<file path="config.mk">
export PLATFORM = sky130hd
export DESIGN_NAME = ps_ureg_xfer_ctl
export DESIGN_NICKNAME = d
export VERILOG_FILES = /design/src/rtl/ps_ureg_xfer_ctl.sv
export SDC_FILE = /design/constraint.sdc
export NUM_CORES = 1
export LEC_CHECK = 0
export CAP_MARGIN = 25
export CORE_MARGIN = 8
export CORE_UTILIZATION = 38
export CTS_CLUSTER_SIZE = 24
export DETAILED_ROUTE_END_ITERATION = 10
export PLACE_DENSITY = 0.77
export SYNTH_ARGS = -nofsm -noshare
export SYNTH_HDL_FRONTEND = slang
export SYNTH_SLANG_ARGS = --single-unit
</file>
<file path="constraint.sdc">
create_clock -name clk -period 2.3 [get_ports clk]
set_input_delay 0.46 -clock clk [delete_from_list [all_inputs] [get_ports clk]]
set_output_delay 0.46 -clock clk [all_outputs]
set_load 0.03 [all_outputs]
</file>
<file path="src/rtl/ps_ureg_xfer_ctl.sv">
// Universal-register transfer controller: decodes ureg source/destination addresses into
// XB/DG/PS register-file ports, with a stallable/flushable write-back pipeline and RAW hazard check.
module ps_ureg_xfer_ctl #(
   parameter int              UA_W    = 8,
   parameter int              XB_W    = 4,
   parameter int              RA_W    = 5,
   parameter int              WB_LAT  = 1,
   parameter logic [3:0]      GRP_XB  = 4'h0,
   parameter logic [3:0]      GRP_DG0 = 4'h1,
   parameter logic [3:0]      GRP_DG1 = 4'h2,
   parameter logic [3:0]      GRP_PS0 = 4'h6,
   parameter logic [3:0]      GRP_PS1 = 4'h7,
   parameter logic [RA_W-1:0] STK_ADD = 5'b00100
) (
   input  logic            clk,
   input  logic            rst,
   input  logic            ps_pshstck,
   input  logic            ps_popstck,
   input  logic            ps_imminst,
   input  logic            ps_dminst,
   input  logic            ps_dm_wrb,
   input  logic            ps_urgtrnsinst,
   input  logic [UA_W-1:0] ps_ureg1_add,
   input  logic [UA_W-1:0] ps_ureg2_add,
   input  logic            ps_stall,
   input  logic            ps_flush,
   output logic [XB_W-1:0] ps_xb_dm_rd_add,
   output logic [RA_W-1:0] ps_dg_rd_add,
   output logic [RA_W-1:0] ps_rd_add,
   output logic [XB_W-1:0] ps_xb_dm_wrt_add,
   output logic [RA_W-1:0] ps_dg_wrt_add,
   output logic [RA_W-1:0] ps_wrt_add,
   output logic            ps_xb_w_bcEn,
   output logic            ps_dg_wrt_en,
   output logic            ps_wrt_en,
   output logic            ps_raw_hzd,
   output logic            ps_ureg_err
);

   localparam int AW   = (XB_W > RA_W) ? XB_W : RA_W;
   localparam int LAST = WB_LAT - 1;

   typedef enum logic [1:0] {TGT_NONE, TGT_XB, TGT_DG, TGT_PS} tgt_t;

   function automatic tgt_t grp_tgt(input logic [UA_W-1:0] ureg);
      logic [3:0] grp;
      grp = ureg[UA_W-1 -: 4];
      if (grp == GRP_XB)                         return TGT_XB;
      else if (grp == GRP_DG0 || grp == GRP_DG1) return TGT_DG;
      else if (grp == GRP_PS0 || grp == GRP_PS1) return TGT_PS;
      else                                       return TGT_NONE;
   endfunction

   // XB registers are narrower, so the address field width depends on the target file
   function automatic logic [AW-1:0] tgt_add(input tgt_t tgt, input logic [UA_W-1:0] ureg);
      if (tgt == TGT_XB)      return AW'(ureg[XB_W-1:0]);
      else if (tgt != TGT_NONE) return AW'(ureg[RA_W-1:0]);
      else                    return '0;
   endfunction

   tgt_t          rd_tgt, wr_tgt;
   logic [AW-1:0] rd_add, wr_add;
   logic          rd_err, wr_err;

   always_comb begin
      rd_tgt = TGT_NONE;
      rd_add = '0;
      rd_err = 1'b0;
      if (ps_pshstck || (ps_dminst && ps_dm_wrb)) begin
         rd_tgt = grp_tgt(ps_ureg1_add);
         rd_add = tgt_add(rd_tgt, ps_ureg1_add);
         rd_err = (rd_tgt == TGT_NONE);
      end else if (ps_urgtrnsinst) begin
         rd_tgt = grp_tgt(ps_ureg2_add);
         rd_add = tgt_add(rd_tgt, ps_ureg2_add);
         rd_err = (rd_tgt == TGT_NONE);
      end else if (ps_popstck) begin
         rd_tgt = TGT_PS;
         rd_add = AW'(STK_ADD);
      end
   end

   always_comb begin
      wr_tgt = TGT_NONE;
      wr_add = '0;
      wr_err = 1'b0;
      if (ps_popstck || ps_imminst || ps_urgtrnsinst || (ps_dminst && !ps_dm_wrb)) begin
         wr_tgt = grp_tgt(ps_ureg1_add);
         wr_add = tgt_add(wr_tgt, ps_ureg1_add);
         wr_err = (wr_tgt == TGT_NONE);
      end else if (ps_pshstck) begin
         wr_tgt = TGT_PS;
         wr_add = AW'(STK_ADD);
      end
   end

   assign ps_xb_dm_rd_add = (rd_tgt == TGT_XB) ? rd_add[XB_W-1:0] : '0;
   assign ps_dg_rd_add    = (rd_tgt == TGT_DG) ? rd_add[RA_W-1:0] : '0;
   assign ps_rd_add       = (rd_tgt == TGT_PS) ? rd_add[RA_W-1:0] : '0;

   logic          stg_vld [WB_LAT];
   tgt_t          stg_tgt [WB_LAT];
   logic [AW-1:0] stg_add [WB_LAT];

   // Flush also drops the write decoded in the same cycle; stall freezes every stage
   always_ff @(posedge clk) begin
      if (rst || ps_flush) begin
         for (int k = 0; k < WB_LAT; k++) begin
            stg_vld[k] <= 1'b0;
            stg_tgt[k] <= TGT_NONE;
            stg_add[k] <= '0;
         end
      end else if (!ps_stall) begin
         stg_vld[0] <= (wr_tgt != TGT_NONE);
         stg_tgt[0] <= wr_tgt;
         stg_add[0] <= wr_add;
         for (int k = 1; k < WB_LAT; k++) begin
            stg_vld[k] <= stg_vld[k-1];
            stg_tgt[k] <= stg_tgt[k-1];
            stg_add[k] <= stg_add[k-1];
         end
      end
   end

   always_ff @(posedge clk) begin
      if (rst) ps_ureg_err <= 1'b0;
      else     ps_ureg_err <= !ps_stall && (rd_err || wr_err);
   end

   assign ps_xb_w_bcEn     = stg_vld[LAST] && (stg_tgt[LAST] == TGT_XB);
   assign ps_dg_wrt_en     = stg_vld[LAST] && (stg_tgt[LAST] == TGT_DG);
   assign ps_wrt_en        = stg_vld[LAST] && (stg_tgt[LAST] == TGT_PS);
   assign ps_xb_dm_wrt_add = ps_xb_w_bcEn ? stg_add[LAST][XB_W-1:0] : '0;
   assign ps_dg_wrt_add    = ps_dg_wrt_en ? stg_add[LAST][RA_W-1:0] : '0;
   assign ps_wrt_add       = ps_wrt_en    ? stg_add[LAST][RA_W-1:0] : '0;

   always_comb begin
      ps_raw_hzd = 1'b0;
      for (int k = 0; k < WB_LAT; k++) begin
         if (stg_vld[k] && rd_tgt != TGT_NONE && stg_tgt[k] == rd_tgt && stg_add[k] == rd_add)
            ps_raw_hzd = 1'b1;
      end
   end

endmodule

</file>
==> flow_summary.ini, run 1 <==
[sta]
setup_viol = 5
rsz0062_at_grt = yes
max_slew_margin = 0.6478
layout_setup_ws_ns = -0.3448
fin_crit_ns = 2.645
hold_viol_final = 0
finalCritPeriodShare = 1.150
clock.fmax_mhz = 378.1
tightest_slew_ns = 0.5227
final_max_slew_viol_count = 0

[logic_synthesis]
synth_top_area_frac = 0.2341
syn_area_per_cell_sq_um = 7.381
synth_edf_count = 8
synth.most_common_cell = nor2_1
synth_common_cells = nor2_1 (22), and2_1 (17), nand2_1 (17)
synth-main-ff-cell = edfxtp_1
async_flop_share = 0
yosysWarnings = 0
synthDistinctLibCells = 33
syn-cell-area_sq_um = 1026
synth_seq_cells = 9
yosysTopAreaCell = edfxtp_1
synth.area.top_cells = edfxtp_1 (23%), and2_1 (10%), nor2_1 (8.0%)
ys_seq_area_frac = 0.2537
synthCells = 139
syn_nets = 165

[status]
outcome = complete, but fails checks
violations = setup timing

[pwr]
switchingPower_mw = 0.2346
p_comb_frac = 0.506
p_seq_frac = 0.301
finalPower_mw = 0.6512
clock_power_share = 0.193
intPower_mw = 0.4166
pwr_density_cell_nw_per_um2 = 294.2
sw_frac_of_total = 0.3602
leakagePower_nw = 1.141
ir_worst_vdd_mv = 0.4000

[die]
start_util = 0.3853
num_rows = 19
pin_count = 59
die_area_sq_um = 4619
core-area_sq_um = 2663
die_w_microns = 67.96
die_h_microns = 67.96

[placed_design]
gp_congestion = 0.9577
port_buffers = 58
preCtsSetupSlack_ns = -0.7335
dp_hpwl_mm = 3.368

[routing]
wl_per_cell_microns = 19.24
vias = 1579
drtIter0Drc = 129
vias_per_cell = 5.721
drt_first_pass_iters = 4
ant_nets = 0
drc = 0
routed_wl_mm = 5.310

[clocking]
root_buffer = clkbuf_4
cts_tree = built
cts_hold_buf = 0
clock_sinks = 9
clock_path_buffers = 2
cts_max_level = 1
cts_buffers = 3
path_clk_slew_ns = 0.06

[critical_path]
critPathCaptureType = primary output
start_kind = input pin
cp_max_fo = 4
crit_path_max_incr_delay_ns = 0.34
crit_arrival_ns = 2.18
worst_path_max_delay_cell = a211o_4
timing_worst_setup_path_type = input pin to primary output
path_cells = buf_6, nor2b_4, a211o_4, o22a_1, xor2_1, nand4_1, nor4b_4, buf_4
cp_data_required_time_ns = 1.84

[global_routing]
grt_antenna_before_repair = 0
grt_pass1_wl_mm = 7.755
grt_overflow_total = 0
grt_pass1_vias = 1602
grt_max_degree = 9
grt.total_usage = 0.2174

[cells_and_area]
areaGrowthSynthToFinish_pct = 115.7
drive_above_1_share = 0.4490
n_antenna_cell = 0
nets = 272

[min_path]
worstHoldPathType = input pin to register

[run]
cap_viol_max_count = 0
## cells by family after synthesis
group / synth area share
buffers and inverters: 0.02439
muxes: 0.03171
and+or+nand+nor: 0.4280
AOI/OAI and AO/OA: 0.1768
DFF: 0.2537
xor gates and xnor gates: 0.08536
## sequential cells by signal (all words and copies together) (netlist names)
register,cells
stg_add,5
stg_vld,1
stg_tgt,2
ps_ureg_err,1
## placed cells by master (no fill, tap or decap), types with 3 or more instances in the layout
master	n
inv_1	4
nand2b_1	3
dlygate4sd2_1	8
clkbuf_4	3
edfxtp_1	8
nor2b_4	3
nor3_4	3
dlymetal6s2s_1	9
nor2_4	3
and2_1	17
a21oi_2	3
a21oi_1	8
clkdlybuf4s50_1	15
xor2_1	6
clkbuf_2	6
nand2_1	15
o22a_1	4
buf_4	47
buf_6	16
nand3b_1	3
nor2_1	14
nor2_2	6
## per-layer routing
layer,wire length (microns),track usage,vias to the layer above
met5,0,0,-
li1,-,-,708
met3,467,0.06383,27
met2,2667,0.3775,102
met4,201,0.06650,0
met1,1974,0.2510,742
## critical path: cells and delay by family
kind                   cells  cell delay, ns
XOR/XNOR                   1            0.19
AO/OA/AOI/OAI              2            0.58
AND/OR/NAND/NOR            3            0.66
buffers and inverters      2            0.28
## what timing repair did
item,in CTS,in global routing
resized for setup,73,43
setup buffers,22,1
pin swaps,22,19
setup endpoints to repair,21,24
## metrics by stage
stage | hold slack (ns) | util | setup TNS, ns | std cells | cell area (sq um)
final | 0.5425 | 0.8313 | -0.4020 | 276 | 2213
after global routing | 0.5742 | 0.8313 | -0.8566 | 276 | 2213
after CTS | 0.7354 | 0.8026 | -0.4174 | 278 | 2137
after global placement | 1.058 | 0.6852 | -5.823 | 253 | 1824
after detailed placement | 1.070 | 0.6852 | -6.361 | 253 | 1824
after floorplan | 0.5328 | - | -0.1435 | 139 | 1050
## cell type report
type	count	area [sq um]
Multi-Input combinational cell	124	952.2
Timing Repair Buffer	104	920.9
Fill cell	160	449.2
Sequential cell	9	260.3
Tap cell	31	38.79
Clock buffer	4	26.28
Inverter	4	15.01
## power groups by stage
stage | Combinational (mW) | Clock, mW | Sequential [mW]
final | 0.330 | 0.126 | 0.196
after global routing | 0.344 | 0.132 | 0.197
after CTS | 0.294 | 0.123 | 0.195
after detailed placement | 0.238 | 0 | 0.199
after global placement | 0.231 | 0 | 0.198
after floorplan | 0.110 | 0 | 0.199
## path summary, 6_finish.rpt
| kind | cells past startpoint | endpoint | slack, ns | start |
|---|---|---|---|---|
| worst max-delay path | 8 | ps_raw_hzd | -0.34 | ps_ureg1_add[4] |
| worst min-delay path | 2 | stg_add[0][3]$_SDFFCE_PN0P_ | 0.54 | ps_ureg1_add[3] |
Note: power is estimated with default switching activity, not from simulation.
==> run 2: changes to the inputs <==
==> constraint.sdc (replaced) <==
create_clock -name clk -period 2.51 [get_ports clk]
set_input_delay 0.502 -clock clk [delete_from_list [all_inputs] [get_ports clk]]
set_output_delay 0.502 -clock clk [all_outputs]
set_load 0.03 [all_outputs]
==> run 2 against run 1 <==
Net effect:
- the run still ends with setup timing left
- critical path type unchanged
- sequential power shrank 8%
- sequential share of layout area grew 1.2 points
- non-clock buffer count shrank 17
- hold slack gained 0.045 ns
- combinational power shrank 25%
- total power shrank 18%
==> flow_summary.ini, run 2 (synthesized netlist as in run 1, its figures left out) <==
[status]
outcome = complete, but fails checks
violations = setup timing

[global_routing]
grt_overflow_total = 0
grt.total_usage = 0.1743
grt_pass1_vias = 1408
grt_max_degree = 10
grt_pass1_wl_mm = 6.417
grt_antenna_before_repair = 0

[routing]
drtIter0Drc = 76
drc = 0
ant_nets = 0
vias = 1389
routed_wl_mm = 4.144
vias_per_cell = 5.363
wl_per_cell_microns = 16.00
drt_first_pass_iters = 5

[sta]
rsz0062_at_grt = yes
hold_slack_ns = 0.5880
max_slew_margin = 0.5539
hold_viol_final = 0
clock.fmax_mhz = 380.2
finalCritPeriodShare = 1.048
layout_setup_ws_ns = -0.1202
setup_viol = 1
fin_crit_ns = 2.630
final_max_slew_viol_count = 0
tightest_slew_ns = 0.6621

[min_path]
worstHoldPathType = input pin to register
holdPathStages = 2
min_to = stg_add[0][0]$_SDFFCE_PN0P_
hold_start = ps_ureg1_add[0]

[placed_design]
dp.cells = 250
gp_congestion = 0.9381
preCtsSetupSlack_ns = -0.5642
dp_hpwl_mm = 3.294
port_buffers = 58

[run]
cap_viol_max_count = 0

[clocking]
clock_sinks = 9
root_buffer = clkbuf_4
cts_hold_buf = 0
path_clk_slew_ns = 0.06
cts_tree = built
clock_path_buffers = 2
cts_max_level = 1
cts_buffers = 3

[cells_and_area]
n_antenna_cell = 0
final_util = 0.7533
nets = 255
reg_top3 = stg_add x5, stg_tgt x2
final_cell_mix = buf_4 (38), clkdlybuf4s50_1 (20), nor2_1 (17), and2_1 (17), nand2_1 (16)
areaGrowthSynthToFinish_pct = 95.49
final_common_cell = buf_4
drive_above_1_share = 0.3509
largest_reg_flops = 5
top_register = stg_add
stdcell_count = 259

[critical_path]
start_kind = input pin
cp_data_required_time_ns = 2.01
timing_worst_setup_path_type = input pin to primary output
cp_max_fo = 4
critPathCaptureType = primary output
crit_arrival_ns = 2.13

[die]
die_h_microns = 67.96
start_util = 0.3853
pin_count = 59
core-area_sq_um = 2663
die_w_microns = 67.96
num_rows = 19
die_area_sq_um = 4619

[pwr]
ir_worst_vdd_mv = 0.3273
finalPower_mw = 0.5364
pwr_density_cell_nw_per_um2 = 267.4
leakagePower_nw = 1.021
## run 2: cell count changes in the layout (fill, tap and decap cells not counted), moves of 4 or more
| cell | previous run | this run |
|---|---|---|
| clkdlybuf4s50_1 | 15 | 20 |
| dlygate4sd2_1 | 8 | 1 |
| buf_4 | 47 | 38 |
| buf_6 | 16 | 8 |
| clkbuf_2 | 6 | 2 |
| clkdlybuf4s15_1 | 0 | 5 |
## run 2: worst max-delay path, stage by stage
cell     delay, ns
buf_6         0.09
nor2b_4       0.12
a211o_4       0.34
o22a_1        0.25
xor2_1        0.15
nand4_1       0.18
nor4b_4       0.30
buf_4         0.20
## run 2: worst max path at each step
stage / start / to / cells past startpoint
2_1_floorplan: ps_ureg1_add[4] / ps_raw_hzd / 6
3_3_place_gp: ps_ureg1_add[6] / ps_raw_hzd / 8
3_5_place_dp: ps_ureg1_add[6] / ps_raw_hzd / 8
4_1_cts: ps_ureg1_add[4] / ps_raw_hzd / 8
5_1_grt: ps_ureg1_add[4] / ps_raw_hzd / 8
6_report: ps_ureg1_add[4] / ps_raw_hzd / 8
## run 2: layout make-up
type                    count  area (sq um)
clock buffers               4         26.28
fillers                   193         656.9
inverters                   4         15.01
multi-input cells         124         880.8
flip-flops and latches      9         260.3
well taps                  31         38.79
repair buffers             87         784.5
## run 2: what timing repair did
action,4_1_cts,5_1_grt
resized for setup,49,32
pin swaps,13,15
endpoints found under the setup margin,16,21
buffers inserted,5,0
## run 2: layer usage
layer	vias to the layer above	share of wire	track usage
li1	668	-	-
met2	54	0.50	0.3083
met1	657	0.40	0.2034
met3	10	0.069	0.03928
met4	0	0.024	0.05371
met5	-	0	0
## run 2: power by group
part | internal, mW | switching, mW
Clock | 0.0611 | 0.0478
Combinational | 0.125 | 0.122
Sequential | 0.171 | 0.00963
Total | 0.357 | 0.179
## run 2: metrics by stage
stage	instance area, sq um	TNS [ns]
floorplan	1050	-0.01752
global placement	1802	-3.950
detailed placement	1802	-4.278
finish	2006	-0.1202
global route	2006	-0.1829
CTS	1946	-0.1041
